File: src/rtl/rgmii_pkg.sv
// Shared types and constants for the RGMII receive framer.
// The CRC helper is used only when RGMII_RX_FCS_CHECK_EN is defined.
package rgmii_pkg;

   typedef enum logic [1:0] {
      IDLE,
      PREAMBLE,
      DATA,
      DROP
   } rxState_e;

   localparam logic [7:0]  PREAMBLE_BYTE = 8'h55;
   localparam logic [7:0]  SFD_BYTE      = 8'hD5;

   localparam logic [31:0] CRC32_POLY    = 32'h04C11DB7;
   localparam logic [31:0] CRC32_INIT    = 32'hFFFFFFFF;
   localparam logic [31:0] CRC32_RESIDUE = 32'hDEBB20E3;

   // Ethernet shifts LSB first, so the register runs with the bit-reversed polynomial.
   function automatic logic [31:0] crc32Next(input logic [31:0] crc, input logic [7:0] data);
      logic [31:0] polyRefl;
      logic [31:0] c;
      for (int i = 0; i < 32; i++) begin
         polyRefl[i] = CRC32_POLY[31-i];
      end
      c = crc ^ {24'h000000, data};
      for (int b = 0; b < 8; b++) begin
         c = c[0] ? ((c >> 1) ^ polyRefl) : (c >> 1);
      end
      return c;
   endfunction

endpackage

File: src/rtl/rgmii_crc32.sv
// Byte-wide reflected CRC-32 register; compiled only with RGMII_RX_FCS_CHECK_EN,
// since the framer instantiates it only in that build.
`ifdef RGMII_RX_FCS_CHECK_EN
module rgmii_crc32
   import rgmii_pkg::*;
(
   input  logic        clk,
   input  logic        rst,
   input  logic        clear,
   input  logic        update,
   input  logic [7:0]  data,
   output logic [31:0] crc
);

   always_ff @(posedge clk) begin
      if (rst || clear) begin
         crc <= CRC32_INIT;
      end else if (update) begin
         crc <= crc32Next(crc, data);
      end
   end

endmodule
`endif

File: src/rtl/rgmii_rx_framer.sv
// Gigabit RGMII receive framer: byte reassembly, preamble/SFD strip, last/error marking,
// frame counters. Define RGMII_RX_FCS_CHECK_EN to add CRC-32 FCS checking to errOut.
module rgmii_rx_framer
   import rgmii_pkg::*;
#(
   parameter int MIN_FRAME_LEN = 64,
   parameter int MAX_FRAME_LEN = 1518,
   parameter int LEN_W         = 16,
   parameter int CNT_W         = 16
) (
   input  logic             rxClkIn,
   input  logic             rstIn,
   input  logic             enIn,
   input  logic [3:0]       rxDataRiseIn,
   input  logic [3:0]       rxDataFallIn,
   input  logic             rxCtrlRiseIn,
   input  logic             rxCtrlFallIn,
   output logic [7:0]       dataOut,
   output logic             validOut,
   output logic             lastOut,
   output logic             errOut,
   output logic [LEN_W-1:0] frameLenOut,
   output logic             frameDoneOut,
   output logic [CNT_W-1:0] goodFrameCntOut,
   output logic [CNT_W-1:0] badFrameCntOut
);

   localparam logic [LEN_W-1:0] MIN_LEN = LEN_W'(MIN_FRAME_LEN);
   localparam logic [LEN_W-1:0] MAX_LEN = LEN_W'(MAX_FRAME_LEN);

   logic [7:0]       inByte;
   logic             inDv;
   logic             inEr;
   logic             inEn;

   rxState_e         state;
   rxState_e         stateNext;

   logic [7:0]       holdByte;
   logic             holdValid;
   logic [LEN_W-1:0] length;
   logic             errFlag;
   logic             crcBad;

   logic             startFrame;
   logic             acceptByte;
   logic             emitByte;
   logic             emitLast;
   logic             frameBad;
   logic             goodInc;
   logic             badInc;

   // NOTE: registers use non-blocking assignments so every flop samples pre-edge values.
   always_ff @(posedge rxClkIn) begin
      if (rstIn) begin
         inByte <= 8'h00;
         inDv   <= 1'b0;
         inEr   <= 1'b0;
         inEn   <= 1'b0;
      end else begin
         inByte <= {rxDataFallIn, rxDataRiseIn};
         inDv   <= rxCtrlRiseIn & enIn;
         inEr   <= (rxCtrlRiseIn ^ rxCtrlFallIn) & enIn;
         inEn   <= enIn;
      end
   end

`ifdef RGMII_RX_FCS_CHECK_EN
   logic [31:0] crc;

   rgmii_crc32 crcUnit (
      .clk    (rxClkIn),
      .rst    (rstIn),
      .clear  (startFrame),
      .update (acceptByte),
      .data   (inByte),
      .crc    (crc)
   );

   assign crcBad = (crc != CRC32_RESIDUE);
`else
   assign crcBad = 1'b0;
`endif

   always_ff @(posedge rxClkIn) begin
      if (rstIn) begin
         state <= IDLE;
      end else begin
         state <= stateNext;
      end
   end

   // NOTE: every output of this block gets a default first, so no path can infer a latch.
   always_comb begin
      stateNext  = state;
      startFrame = 1'b0;
      acceptByte = 1'b0;
      emitByte   = 1'b0;
      emitLast   = 1'b0;
      frameBad   = 1'b0;
      badInc     = 1'b0;
      goodInc    = 1'b0;

      unique case (state)
         IDLE: begin
            if (inDv) begin
               if (inByte == PREAMBLE_BYTE) begin
                  stateNext = PREAMBLE;
               end else begin
                  stateNext = DROP;
                  badInc    = 1'b1;
               end
            end
         end
         PREAMBLE: begin
            if (!inDv) begin
               stateNext = IDLE;
            end else if (inByte == SFD_BYTE) begin
               stateNext  = DATA;
               startFrame = 1'b1;
            end else if (inByte != PREAMBLE_BYTE) begin
               stateNext = DROP;
               badInc    = 1'b1;
            end
         end
         DATA: begin
            if (!inDv) begin
               // A deasserted enable masks dv, so treat that ending as a broken frame.
               stateNext = IDLE;
               if (holdValid) begin
                  emitByte = 1'b1;
                  emitLast = 1'b1;
                  frameBad = errFlag | inEr | ~inEn | (length < MIN_LEN) | crcBad;
               end else begin
                  badInc = 1'b1;
               end
            end else if (length >= MAX_LEN) begin
               stateNext = DROP;
               emitByte  = 1'b1;
               emitLast  = 1'b1;
               frameBad  = 1'b1;
            end else begin
               acceptByte = 1'b1;
               emitByte   = holdValid;
            end
         end
         DROP: begin
            if (!inDv) begin
               stateNext = IDLE;
            end
         end
         default: stateNext = IDLE;
      endcase

      if (emitLast) begin
         goodInc = ~frameBad;
         badInc  = frameBad;
      end
   end

   always_ff @(posedge rxClkIn) begin
      if (rstIn) begin
         holdByte  <= 8'h00;
         holdValid <= 1'b0;
         length    <= '0;
         errFlag   <= 1'b0;
      end else if (startFrame) begin
         holdValid <= 1'b0;
         length    <= '0;
         errFlag   <= 1'b0;
      end else if (acceptByte) begin
         holdByte  <= inByte;
         holdValid <= 1'b1;
         errFlag   <= errFlag | inEr;
         if (length != '1) begin
            length <= length + LEN_W'(1);
         end
      end
   end

   always_ff @(posedge rxClkIn) begin
      if (rstIn) begin
         dataOut         <= 8'h00;
         validOut        <= 1'b0;
         lastOut         <= 1'b0;
         errOut          <= 1'b0;
         frameDoneOut    <= 1'b0;
         frameLenOut     <= '0;
         goodFrameCntOut <= '0;
         badFrameCntOut  <= '0;
      end else begin
         dataOut      <= emitByte ? holdByte : 8'h00;
         validOut     <= emitByte;
         lastOut      <= emitLast;
         errOut       <= emitLast & frameBad;
         frameDoneOut <= emitLast;
         if (emitLast) begin
            frameLenOut <= length;
         end
         if (goodInc && (goodFrameCntOut != '1)) begin
            goodFrameCntOut <= goodFrameCntOut + CNT_W'(1);
         end
         if (badInc && (badFrameCntOut != '1)) begin
            badFrameCntOut <= badFrameCntOut + CNT_W'(1);
         end
      end
   end

endmodule

File: config.mk
export PLATFORM = sky130hd
export DESIGN_NAME = rgmii_rx_framer
export DESIGN_NICKNAME = d
export VERILOG_FILES = /design/src/rtl/rgmii_pkg.sv /design/src/rtl/rgmii_crc32.sv /design/src/rtl/rgmii_rx_framer.sv
export SDC_FILE = /design/constraint.sdc
export NUM_CORES = 1
export LEC_CHECK = 0
export CAP_MARGIN = 15
export CORE_ASPECT_RATIO = 0.75
export CORE_MARGIN = 10
export CORE_UTILIZATION = 55
export DETAILED_ROUTE_END_ITERATION = 8
export PLACE_DENSITY = 0.81
export REMOVE_ABC_BUFFERS = 1
export SETUP_SLACK_MARGIN = 0.15
export SYNTH_ARGS = -nofsm -noshare
export SYNTH_HDL_FRONTEND = slang
export SYNTH_SLANG_ARGS = --single-unit
File: constraint.sdc
create_clock -name rxClkIn -period 3.9 [get_ports rxClkIn]
set_input_delay 0.585 -clock rxClkIn [delete_from_list [all_inputs] [get_ports rxClkIn]]
set_output_delay 0.585 -clock rxClkIn [all_outputs]
set_load 0.01 [all_outputs]
# Word-level counts from Yosys, hierarchy flattened
# Index checks and enable logic that the tools add are counted.
# word_totals
in_bits,13
n_memories,0
mem_bits_ro,0
latchBits,0
wordCells,88
out_inout_bits,60
ramBits,0
ff_bits,98
# classes
order_cmp,2
multipliers,0
n_eq_ne,13
n_mux,35
n_reduce_logical,8
div_mod_pow,0
bitwise,11
shift,0
n_addsub,3
# op_table
cell,count
adder 16 x 1 -> 16 bit (second input constant),3
inequality test 16 bit (second input constant),3
two-way mux 1 bit,25
greater-or-equal comparator 16 x 11 -> 1 bit (second input constant),1
< comparator 16 x 7 -> 1 bit (second input constant),1
two-way mux 2 bit,8
equality test 8 x 7 -> 1 bit (second input constant),1
equality test 8 bit (second input constant),1
inequality test 8 x 7 -> 1 bit (second input constant),1
one-hot mux 2 bit (4 select lines),1
equality test 2 bit (second input constant),2
inequality test 2 bit (second input constant),2
inequality test 4 bit (second input constant),1
NOT 1 bit,4
AND reduction 2 bit,2
AND reduction 4 bit,1
OR reduction 2 bit,2
AND 1 bit,3
inequality test 3 bit (second input constant),1
OR 1 bit,3
one-hot mux 1 bit (3 select lines),1
equality test 2 x 1 -> 1 bit (second input constant),1
logical AND 1 bit,2
logical NOT 2 bit,1
XOR 1 bit,1

# Depth between registers and ports, before layout
# Gate-level depths: netlist of the first run.
# logic_depth
ltp_word,9
mapped_depth,9
ltp_nobuf,8

# Worst setup path after synthesis of the first run
# Ideal clock, no wire load.
# synth_timing
kind,reg2reg
startpoint,register length[6]
endpoint,register goodFrameCntOut[14]
arrival_time_ns,1.846
setup_ns,0.128
path_stages_with_launch,9
synth_period_minus_slack_ns,1.974
path_slack_ns,1.926
path_buffers,1
cell_sequence,dfxtp_1 > nand4_1 > and4bb_2 > o221ai_2 > buf_6 > nor3_4 > nand4_1 > xor2_1 > nor2_1
# synth_between
elab_chain_cells,8
# synth_lines
element,line_no,text
from (decl),rgmii_rx_framer.sv:41,logic [LEN_W-1:0] length;
from (signal assigned),rgmii_rx_framer.sv:176,length <= length + LEN_W'(1);
< comparator 16 x 7 -> 1 bit,rgmii_rx_framer.sv:133,frameBad = errFlag | inEr | ~inEn | (length < MIN_LEN) | crcBad;
OR 1 bit,rgmii_rx_framer.sv:133,
two-way mux 1 bit,rgmii_rx_framer.sv:130,if (holdValid) begin
two-way mux 1 bit,rgmii_rx_framer.sv:127,if (!inDv) begin
two-way mux 1 bit,rgmii_rx_framer.sv:104,unique case (state)
NOT 1 bit,rgmii_rx_framer.sv:156,goodInc = ~frameBad;
two-way mux 1 bit *,rgmii_rx_framer.sv:155,if (emitLast) begin
logical AND 1 bit *,rgmii_rx_framer.sv:200,if (goodInc && (goodFrameCntOut != '1)) begin
to (signal assigned),rgmii_rx_framer.sv:201,goodFrameCntOut <= goodFrameCntOut + CNT_W'(1);
to (decl),rgmii_rx_framer.sv:24,"output logic [CNT_W-1:0] goodFrameCntOut,"
# Every way passes the cells marked *; elsewhere a longest branch is shown, timed or not.
# A chain may end at the register's enable or synchronous reset.

# Worst setup path in the final report of the first run
# layout_timing
startpoint,register length[6]
endpoint,register goodFrameCntOut[15]
# The elaborated chain is that of the path after synthesis.

==> results.tsv, run 1 <==
metric	value	unit
Reg clk slew, reported paths	90	ps
share of cells above drive strength 1	6.09	%
row count	26	
core area	6800	um2
vias in the first global route	2898	
final setup fails	0	
Synth cell types	46	
pwr dens	379	nW/um2
sequential-to-total area share from yosys stat	51.0	%
gr usage total	14.9	%
DR iter-0 viols	80	
initial core utilization	56.6	%
Cell Area, Synth	3840	um2
post-DR vias/cell	5.30	
Final TNS setup	0	ps
sequential power share	55.2	%
Num CTS Buffers	9	
Slew @ Worst Pin	776	ps
iteration count of the initial detailed-routing pass	6	
asr flop ratio synth	0	%
Layout Nets	487	
worst-skew pair later-pin latency	360	ps
skew final	14.2	ps
Final Slew Violations	0	
Power Internal	1.46	mW
clk sinks	98	
Leak	1.88	nW
switching share of total power	20.6	%
Synth Flop Type	dfxtp_1	
Synth area leaders	dfxtp_1 (51%), nor2_1 (7.8%), mux2i_1 (7.3%), xor2_1 (6.8%), nand4_1 (2.9%)	
post-CTS setup buffers	0	
number of I/O pins	73	
GP Congestion	0.798	
initial antenna violation count	0	
pin count of the biggest net entering global routing	44	
Tcrit/Tclk final	65.2	%
first-pass GRT wire length	13400	um
CTS tree	done	
Synth top area share	51.0	%
fill cell count	537	
Clock Tree Buf Depth	2	
per-cell routed wire length	14.6	um
Routed WL	8160	um
Hold WC Path Type	flip-flop to flip-flop	
H-tree Lvls	3	
clk root buf	clkbuf_8	
total of max-cap violations	0	
Die X-Extent	117	um
Worst EP required	4100	ps
Syn Inst Count	401	
Psw	0.379	mW
DR vias	2967	
Crit path arrival time	2750	ps
Worst setup SP type	flip-flop	
Mapped Avg Cell Area	9.59	um2
Comb pwr share	2.9	%
Slew headroom	48.3	%
status	complete, no violations	
Post-DP HPWL	5830	um
die footprint	10800	um2
Final Hold Viols	0	
Seq cells post-synth	98	
Setup Crit Path Kind	flip-flop to flip-flop	
number of synthesized flops with an enable pin	0	
Clk pwr share	41.9	%
utilization after layout	71.4	%
Synth area leader	dfxtp_1	
CP Capture Type	flip-flop	
DRC Markers	0	
ant diodes	0	
minimum clock period	2540	ps
DRT antenna net count	0	
port buffer count	72	
# resized after CTS	0	
VDD IR-drop max	0.000249	V
RSZ-0062 raised after global routing	no	
Die Y	92.4	um
Hold-fix buffers, CTS	0	
Area Growth Syn to Fin	26.3	%
Crit Path Max Fanout	20	
grt ovf	0	
Fmax achieved	393	MHz
Ys Warns	0	
[cells in the mapped netlist (2+ instances only)]
cell type	count
xnor2_1	4
a21oi_1	10
nor2_1	80
or3_1	3
o21ai_1	2
dfxtp_1	98
xor2_1	30
a31oi_1	4
nor2b_1	9
nand3_1	16
nand2b_1	3
buf_2	3
nand2_1	18
and2_1	16
mux2i_1	28
inv_1	6
ha_1	3
and3_1	9
nor3_1	5
clkbuf_1	11
nand4_1	18
[through the flow]
| step | std cells | setup WS [ps] | power [mW] | area (um2) | hold WS, ps |
|---|---|---|---|---|---|
| 3_5_place_dp | 544 | 1450 | 1.09 | 4610 | 444 |
| 4_1_cts | 560 | 1410 | 1.86 | 4850 | 469 |
| 5_1_grt | 560 | 1230 | 1.89 | 4850 | 491 |
| 6_report | 560 | 1360 | 1.84 | 4850 | 461 |
| 3_3_place_gp | 544 | 1570 | 1.09 | 4610 | 443 |
| 2_1_floorplan | 385 | 1460 | 1.06 | 3770 | 429 |
[power groups by stage]
stage                     Clock [mW]  Combinational (mW)  Sequential (mW)
after floorplan                    0              0.0226             1.04
final                          0.771              0.0539             1.01
after global placement             0              0.0531             1.04
after detailed placement           0              0.0544             1.04
after global routing           0.812              0.0596             1.02
after CTS                      0.785              0.0548             1.01
[kinds of logic after synthesis]
logic type | after synthesis | share of synthesized area (%)
AO/OA/AOI/OAI | 24 | 4.36
XOR/XNOR | 34 | 7.74
adder cells (fa/ha/maj) | 3 | 0.976
buffers and inverters | 22 | 2.54
flip-flops | 98 | 51.0
multiplexers | 28 | 7.29
AND/OR/NAND/NOR | 192 | 26.1
[layer usage]
metal  vias to the layer above  wire length, um  GRT usage, %
met1                      1385             3830          18.1
met5                         -                0             0
met4                         0               95          4.52
li1                       1500                -             -
met2                        71             3680          24.1
met3                        11              551          5.42
[flip-flops by register name, indices dropped and copies added (netlist names)]
register,flops
dataOut,8
validOut,1
errOut,1
inEn,1
errFlag,1
inByte,8
frameDoneOut,1
state,2
inDv,1
holdByte,8
frameLenOut,16
goodFrameCntOut,16
inEr,1
badFrameCntOut,16
holdValid,1
length,16
[cell usage in the layout (no fill, tap or decap), types with 4 or more instances in the layout]
cell type / instances
mux2i_1: 28
a31oi_1: 4
and2_1: 16
nand3_1: 16
nand4_1: 18
nor3_1: 5
a21oi_1: 10
xor2_1: 30
dfxtp_1: 98
and3_1: 9
nor2b_1: 9
clkbuf_8: 9
inv_1: 6
nor2_1: 80
clkdlybuf4s50_1: 71
nand2_1: 18
xnor2_1: 4
[path summary, 6_finish.rpt]
check | slack, ps | endpoint | cells past startpoint | start
max | 1360 | goodFrameCntOut[15]$_SDFFE_PP0P_ | 8 | length[6]$_SDFFE_PP0P_
min reg2reg | 460 | dataOut[6]$_SDFF_PP0_ | 1 | holdByte[6]$_SDFFE_PP0P_
min | 460 | dataOut[6]$_SDFF_PP0_ | 1 | holdByte[6]$_SDFFE_PP0P_
max reg2reg | 1360 | goodFrameCntOut[15]$_SDFFE_PP0P_ | 8 | length[6]$_SDFFE_PP0P_
[worst max-delay path: stages (launching register included)]
cell	delay, ps
dfxtp_1	450
nand4_1	200
and4bb_2	430
o221ai_2	110
buf_4	250
nor4b_2	530
nand4_1	180
xor2_1	170
nor2_1	60
[area by class of cell]
class / count / area (um2) / share of cell area (%)
Timing Repair Buffer: 75 / 738 / 15.2
Inverter: 6 / 22.5 / 0.464
Multi-Input combinational cell: 281 / 1790 / 36.8
Clock buffer: 10 / 128 / 2.63
Sequential cell: 98 / 1960 / 40.4
Tap cell: 84 / 105 / 2.16
Clock inverter: 6 / 114 / 2.35
No activity file was read; power rests on OpenSTA's default activity.
==> run 2, diff against run 1 <==
Settings changed: CORE_UTILIZATION 55 to 46, PLACE_DENSITY 0.81 to 0.72.
Clock period 3.9 ns to 2.3 ns, I/O delays scaled along.
==> run 2 against run 1 <==
Against the previous run: critical path depth down 2; via count increased by 2.1%; final cell count up 6.3%; die area rose by 16%; first-iteration DRC count grew 34%; sequential power up 70%; non-clock buffer count up 13; global-route usage down 1.0 points; total power rose by 71%; clock-buffer cell count stayed put; sequential cell count unchanged.
==> results.tsv, run 2 (same netlist as run 1, synthesis figures left out) <==
metric	value	unit	change
Crit path arrival time	2340	ps	-410 ps
RSZ-0062 raised after global routing	yes		
Clk pwr share	42.1	%	+0.2 points
first-pass GRT wire length	14400	um	+7.0%
final setup fails	0		unchanged
DRT antenna net count	0		unchanged
Clock Tree Buf Depth	2		unchanged
Setup Crit Path Kind	flip-flop to flip-flop		
RR Startpoint	inDv$_SDFF_PP0_		
minimum clock period	2040	ps	-505 ps
non-filler instance count after layout	595		+6.3%
Die Y	99.2	um	+7.3%
DRC Markers	0		unchanged
Crit Path Max Fanout	9		-55%
GP Congestion	0.801		+0.45%
Reg clk slew, reported paths	90	ps	about the same
share of cells above drive strength 1	11.8	%	+5.7 points
vias in the first global route	2960		+2.1%
clk root buf	clkbuf_8		
Register Area	1970	um2	+0.57%
pin count of the biggest net entering global routing	36		-18%
Max stage delay on crit path	570	ps	+40 ps
Power Internal	2.48	mW	+70%
Layout Nets	501		+2.9%
M2 GR Usage	21.2	%	-2.9 points
Multi-input gate area	1850	um2	+3.9%
Comb pwr share	3.2	%	+0.3 points
CP Cell Sequence	inv_1 > o32a_1 > o21ai_4 > nand2_4 > or4b_1 > a21oi_1		
sequential power share	54.7	%	-0.5 points
Post-DP Area	4690	um2	+1.7%
Post-Place Cells	572		+5.1%
row count	28		+7.7%
Area Growth Syn to Fin	31.6	%	
Leak	1.99	nW	+6.0%
Tcrit/Tclk final	88.6	%	+23 points
Worst EP required	2600	ps	-1500 ps
initial antenna violation count	0		unchanged
Buf+Inv Stages, Crit Path	1		unchanged
Die X-Extent	126	um	+7.7%
status	complete, no violations		
number of I/O pins	73		unchanged
VDD IR-drop max	0.000471	V	+89%
Final Hold Viols	0		unchanged
Worst setup SP type	flip-flop		
final instance area	5060	um2	+4.3%
DR iter-0 viols	107		+34%
iteration count of the initial detailed-routing pass	4		-2
initial core utilization	47.9	%	-8.6 points
Hold WC Path Type	primary input to flip-flop		
Fmax achieved	490	MHz	+25%
skew final	9.56	ps	-4.66 ps
worst hold start	rstIn		
commonest non-fill, non-tap cell in the layout	dfxtp_1		
Slew @ Worst Pin	527	ps	-249 ps
Routed WL	8700	um	+6.7%
Slew headroom	64.7	%	+16 points
fill cell count	703		+31%
post-DR vias/cell	5.09		-3.9%
switching share of total power	21.0	%	+0.38 points
H-tree Lvls	3		unchanged
CTS tree	done		
Top Usage Layer GRT	met2		
DR vias	3030		+2.1%
grt ovf	0		unchanged
port buffer count	72		unchanged
delay-heaviest family, CP	compound AO/OA/AOI/OAI gates		
worst-skew pair later-pin latency	370	ps	about the same
core area	8020	um2	+18%
Critical Path Source	inDv$_SDFF_PP0_		
slowest CP cell	dfxtp_1		
Final TNS setup	0	ps	unchanged
Final Slew Violations	0		unchanged
ant diodes	0		unchanged
gr usage total	13.8	%	-1.0 points
die footprint	12500	um2	+16%
Post-DP HPWL	6090	um	+4.5%
CP Capture Type	flip-flop		
pwr dens	621	nW/um2	+64%
total of max-cap violations	0		unchanged
per-cell routed wire length	14.6	um	+0.41%
Num CTS Buffers	9		unchanged
Psw	0.659	mW	+74%
met1 Usage GRT	16.4	%	-1.8 points
clk sinks	98		unchanged
commonest cells after routing, fill and taps aside	dfxtp_1 (89), nor2_1 (77), clkdlybuf4s50_1 (71)		
M3 GR Usage	6.74	%	+1.3 points
run 2: changes by cell type in the layout (fill, tap and decap cells not counted), sizes merged:
cell,before,now
buf,4,17
inv,7,8
clkinv,0,1
clkinvlp,2,0
or3,3,4
run 2: path summary, 6_finish.rpt:
path,cells after the start,slack (ps),endpoint
worst min-delay path,2,310,frameLenOut[6]$_SDFFE_PP0P_
worst min register to register,1,460,dataOut[6]$_SDFF_PP0_
worst max-delay path,6,260,badFrameCntOut[15]$_SDFFE_PP0P_
worst max register to register,6,260,badFrameCntOut[15]$_SDFFE_PP0P_
run 2: what timing repair did:
action,4_1_cts,5_1_grt
pin swaps,0,11
hold buffers,0,0
gates resized for setup,2,20
cloned,0,1
endpoints found under the setup margin,2,44
setup buffers,0,6
run 2: power groups by stage:
stage / Combinational [mW] / Sequential [mW] / Clock, mW
4_1_cts: 0.0979 / 1.72 / 1.35
6_report: 0.0998 / 1.72 / 1.32
5_1_grt: 0.110 / 1.72 / 1.43
3_3_place_gp: 0.0963 / 1.76 / 0
2_1_floorplan: 0.0384 / 1.76 / 0
3_5_place_dp: 0.0977 / 1.76 / 0
run 2: per-layer routing:
metal | routed length [um] | part of all wire, %
met1 | 4020 | 46
met2 | 3860 | 44
met3 | 708 | 8.1
met4 | 109 | 1.3
met5 | 0 | 0
run 2: worst register-to-register path, delay by kind of cell, from the launching register on:
| kind | cells | cell delay [ps] |
|---|---|---|
| flip-flops | 1 | 570 |
| AO/OA/AOI/OAI | 3 | 650 |
| AND/OR/NAND/NOR | 2 | 590 |
| buffers and inverters | 1 | 180 |
run 2: final cells by class:
cell class,count,area share (%)
clock buffer,10,2.52
clock inverter,6,2.22
inverter,6,0.445
sequential,98,39.0
tap,105,2.60
multi-input combinational,282,36.6
timing repair buffer,88,16.6
run 2: stage by stage:
| stage | setup slack, ps | hold WS (ps) | power, mW | utilization (%) |
|---|---|---|---|---|
| after CTS | 151 | 290 | 3.17 | 61.7 |
| after global placement | 225 | 439 | 1.86 | 58.5 |
| after detailed placement | 109 | 445 | 1.86 | 58.5 |
| final | 261 | 307 | 3.14 | 63.1 |
| after floorplan | -141 | 414 | 1.80 | - |
| after global routing | 109 | 299 | 3.26 | 63.1 |
==> run 3, diff against run 2 <==
Settings changed: CORE_UTILIZATION 46 to 56, DONT_BUFFER_PORTS from default to 1, PLACE_DENSITY 0.72 to 0.71.
==> run 3 against run 2 <==
Against the previous run: cell area fell by 16%; sequential cell count did not move; worst hold slack got worse by 250 ps; largest power group unchanged; highest routed layer unchanged; sequential power barely moved; combinational power fell by 50%; total power fell by 7.9%; routed wire length fell by 6.5%; final cell count fell by 15%.
==> results.tsv, run 3 (same netlist as run 1, synthesis figures left out) <==
metric	value	unit	change
grt ovf	0		unchanged
Num CTS Buffers	9		unchanged
DRC Markers	0		unchanged
met1 Usage GRT	18.9	%	+2.5 points
Fmax achieved	486	MHz	-0.99%
pin count of the biggest net entering global routing	72		+100%
initial antenna violation count	0		unchanged
RSZ-0062 raised after global routing	yes		
VDD IR-drop max	0.000463	V	-1.8%
commonest cells after routing, fill and taps aside	dfxtp_1 (96), nor2_1 (80), xor2_1 (30)		
Worst setup SP type	flip-flop		
first-pass GRT wire length	13500	um	-6.4%
gr usage total	15.4	%	+1.6 points
Layout Nets	430		-14%
Tcrit/Tclk final	89.5	%	+0.89 points
GP Congestion	0.789		-1.5%
H-tree Lvls	3		unchanged
Die X-Extent	116	um	-7.9%
Power, Total	2.89	mW	-7.9%
initial core utilization	57.1	%	+9.2 points
share of cells above drive strength 1	11.9	%	+0.096 points
M2 GR Usage	23.7	%	+2.5 points
post-DR vias/cell	5.51		+8.2%
number of I/O pins	73		unchanged
Reg clk slew, reported paths	90	ps	about the same
Final Slew Violations	0		unchanged
per-cell routed wire length	16.2	um	+11%
Post-Place Cells	484		-15%
Crit Path Max Fanout	8		-1
worst setup margin	241	ps	-20.4 ps
pwr dens	680	nW/um2	+9.5%
Post-DP HPWL	5620	um	-7.8%
minimum clock period	2060	ps	+20.4 ps
DR iter-0 viols	117		+9.3%
status	complete, no violations		
Clock Tree Buf Depth	2		unchanged
Hold WC Path Type	primary input to flip-flop		
Die Y	91.8	um	-7.5%
Top Usage Layer GRT	met2		
final setup fails	0		unchanged
M3 GR Usage	7.75	%	+1.0 points
iteration count of the initial detailed-routing pass	4		unchanged
core area	6730	um2	-16%
port buffer count	0		-100%
CTS tree	done		
Routed WL	8130	um	-6.5%
non-filler instance count after layout	503		-15%
Setup Crit Path Kind	flip-flop to flip-flop		
Final Hold Viols	0		unchanged
Leak	1.72	nW	-14%
vias in the first global route	2692		-9.1%
clk sinks	98		unchanged
clk root buf	clkbuf_8		
row count	26		-7.1%
Slew headroom	70.7	%	+6.0 points
ant diodes	0		unchanged
Worst EP required	2600	ps	about the same
dpl ws	174	ps	+65.0 ps
Crit path arrival time	2360	ps	+20 ps
worst-skew pair later-pin latency	360	ps	about the same
Area Growth Syn to Fin	10.7	%	
commonest non-fill, non-tap cell in the layout	dfxtp_1		
skew final	7.87	ps	-1.70 ps
CP Capture Type	flip-flop		
DR vias	2771		-8.5%
die footprint	10600	um2	-15%
total of max-cap violations	0		unchanged
DRT antenna net count	0		unchanged
Slew @ Worst Pin	440	ps	-87.6 ps
## run 3: path summary, 6_finish.rpt
path         depth (start not counted)                startpoint  slack, ps                         endpoint
max                                  7    length[7]$_SDFFE_PP0P_        240  badFrameCntOut[15]$_SDFFE_PP0P_
min                                  1                     rstIn         50         holdByte[4]$_SDFFE_PP0P_
max reg2reg                          7    length[7]$_SDFFE_PP0P_        240  badFrameCntOut[15]$_SDFFE_PP0P_
min reg2reg                          1  holdByte[7]$_SDFFE_PP0P_        470            dataOut[7]$_SDFF_PP0_
## run 3: what timing repair did
action / CTS / global route
gates resized for setup: 0 / 10
hold endpoints to repair: 0 / 0
setup buffers: 0 / 3
hold buffers: 0 / 0
setup endpoints to repair: 0 / 48
## run 3: where the power goes
part	internal, mW	switching [mW]	total [mW]
Combinational	0.0220	0.0282	0.0503
Sequential	1.71	0.0136	1.72
Clock	0.514	0.607	1.12
Total	2.25	0.649	2.89
## run 3: final cells by class
type	count	area [um2]
Fill cell	619	2480
Clock buffer	9	124
Timing Repair Buffer	18	139
Multi-Input combinational cell	281	1830
Inverter	6	22.5
Tap cell	84	105
Sequential cell	98	1960
Clock inverter	7	76.3
## run 3: layer usage
metal  wire length, um  vias to the layer above
li1                  -                     1380
met1              3610                     1303
met2              3710                       81
met3               746                        7
met4                65                        0
met5                 0                        -
## run 3: metrics by stage
stage / setup TNS, ps / hold WS [ps] / cell area, um2 / utilization, %
after floorplan: -1340 / 414 / 3770 / -
after global placement: 0 / 424 / 3990 / 59.2
after detailed placement: 0 / 424 / 3990 / 59.2
after CTS: 0 / 30.5 / 4190 / 62.2
after global routing: 0 / 17.3 / 4260 / 63.2
final: 0 / 53.1 / 4260 / 63.2
## run 3: critical path, cell delays in order (launching register included)
cell      delay (ps)
dfxtp_2          380
nand4_1          180
and4bb_4         410
o21ai_2          110
o21ai_4          190
nand2_4          100
or4b_1           480
a21oi_1          150
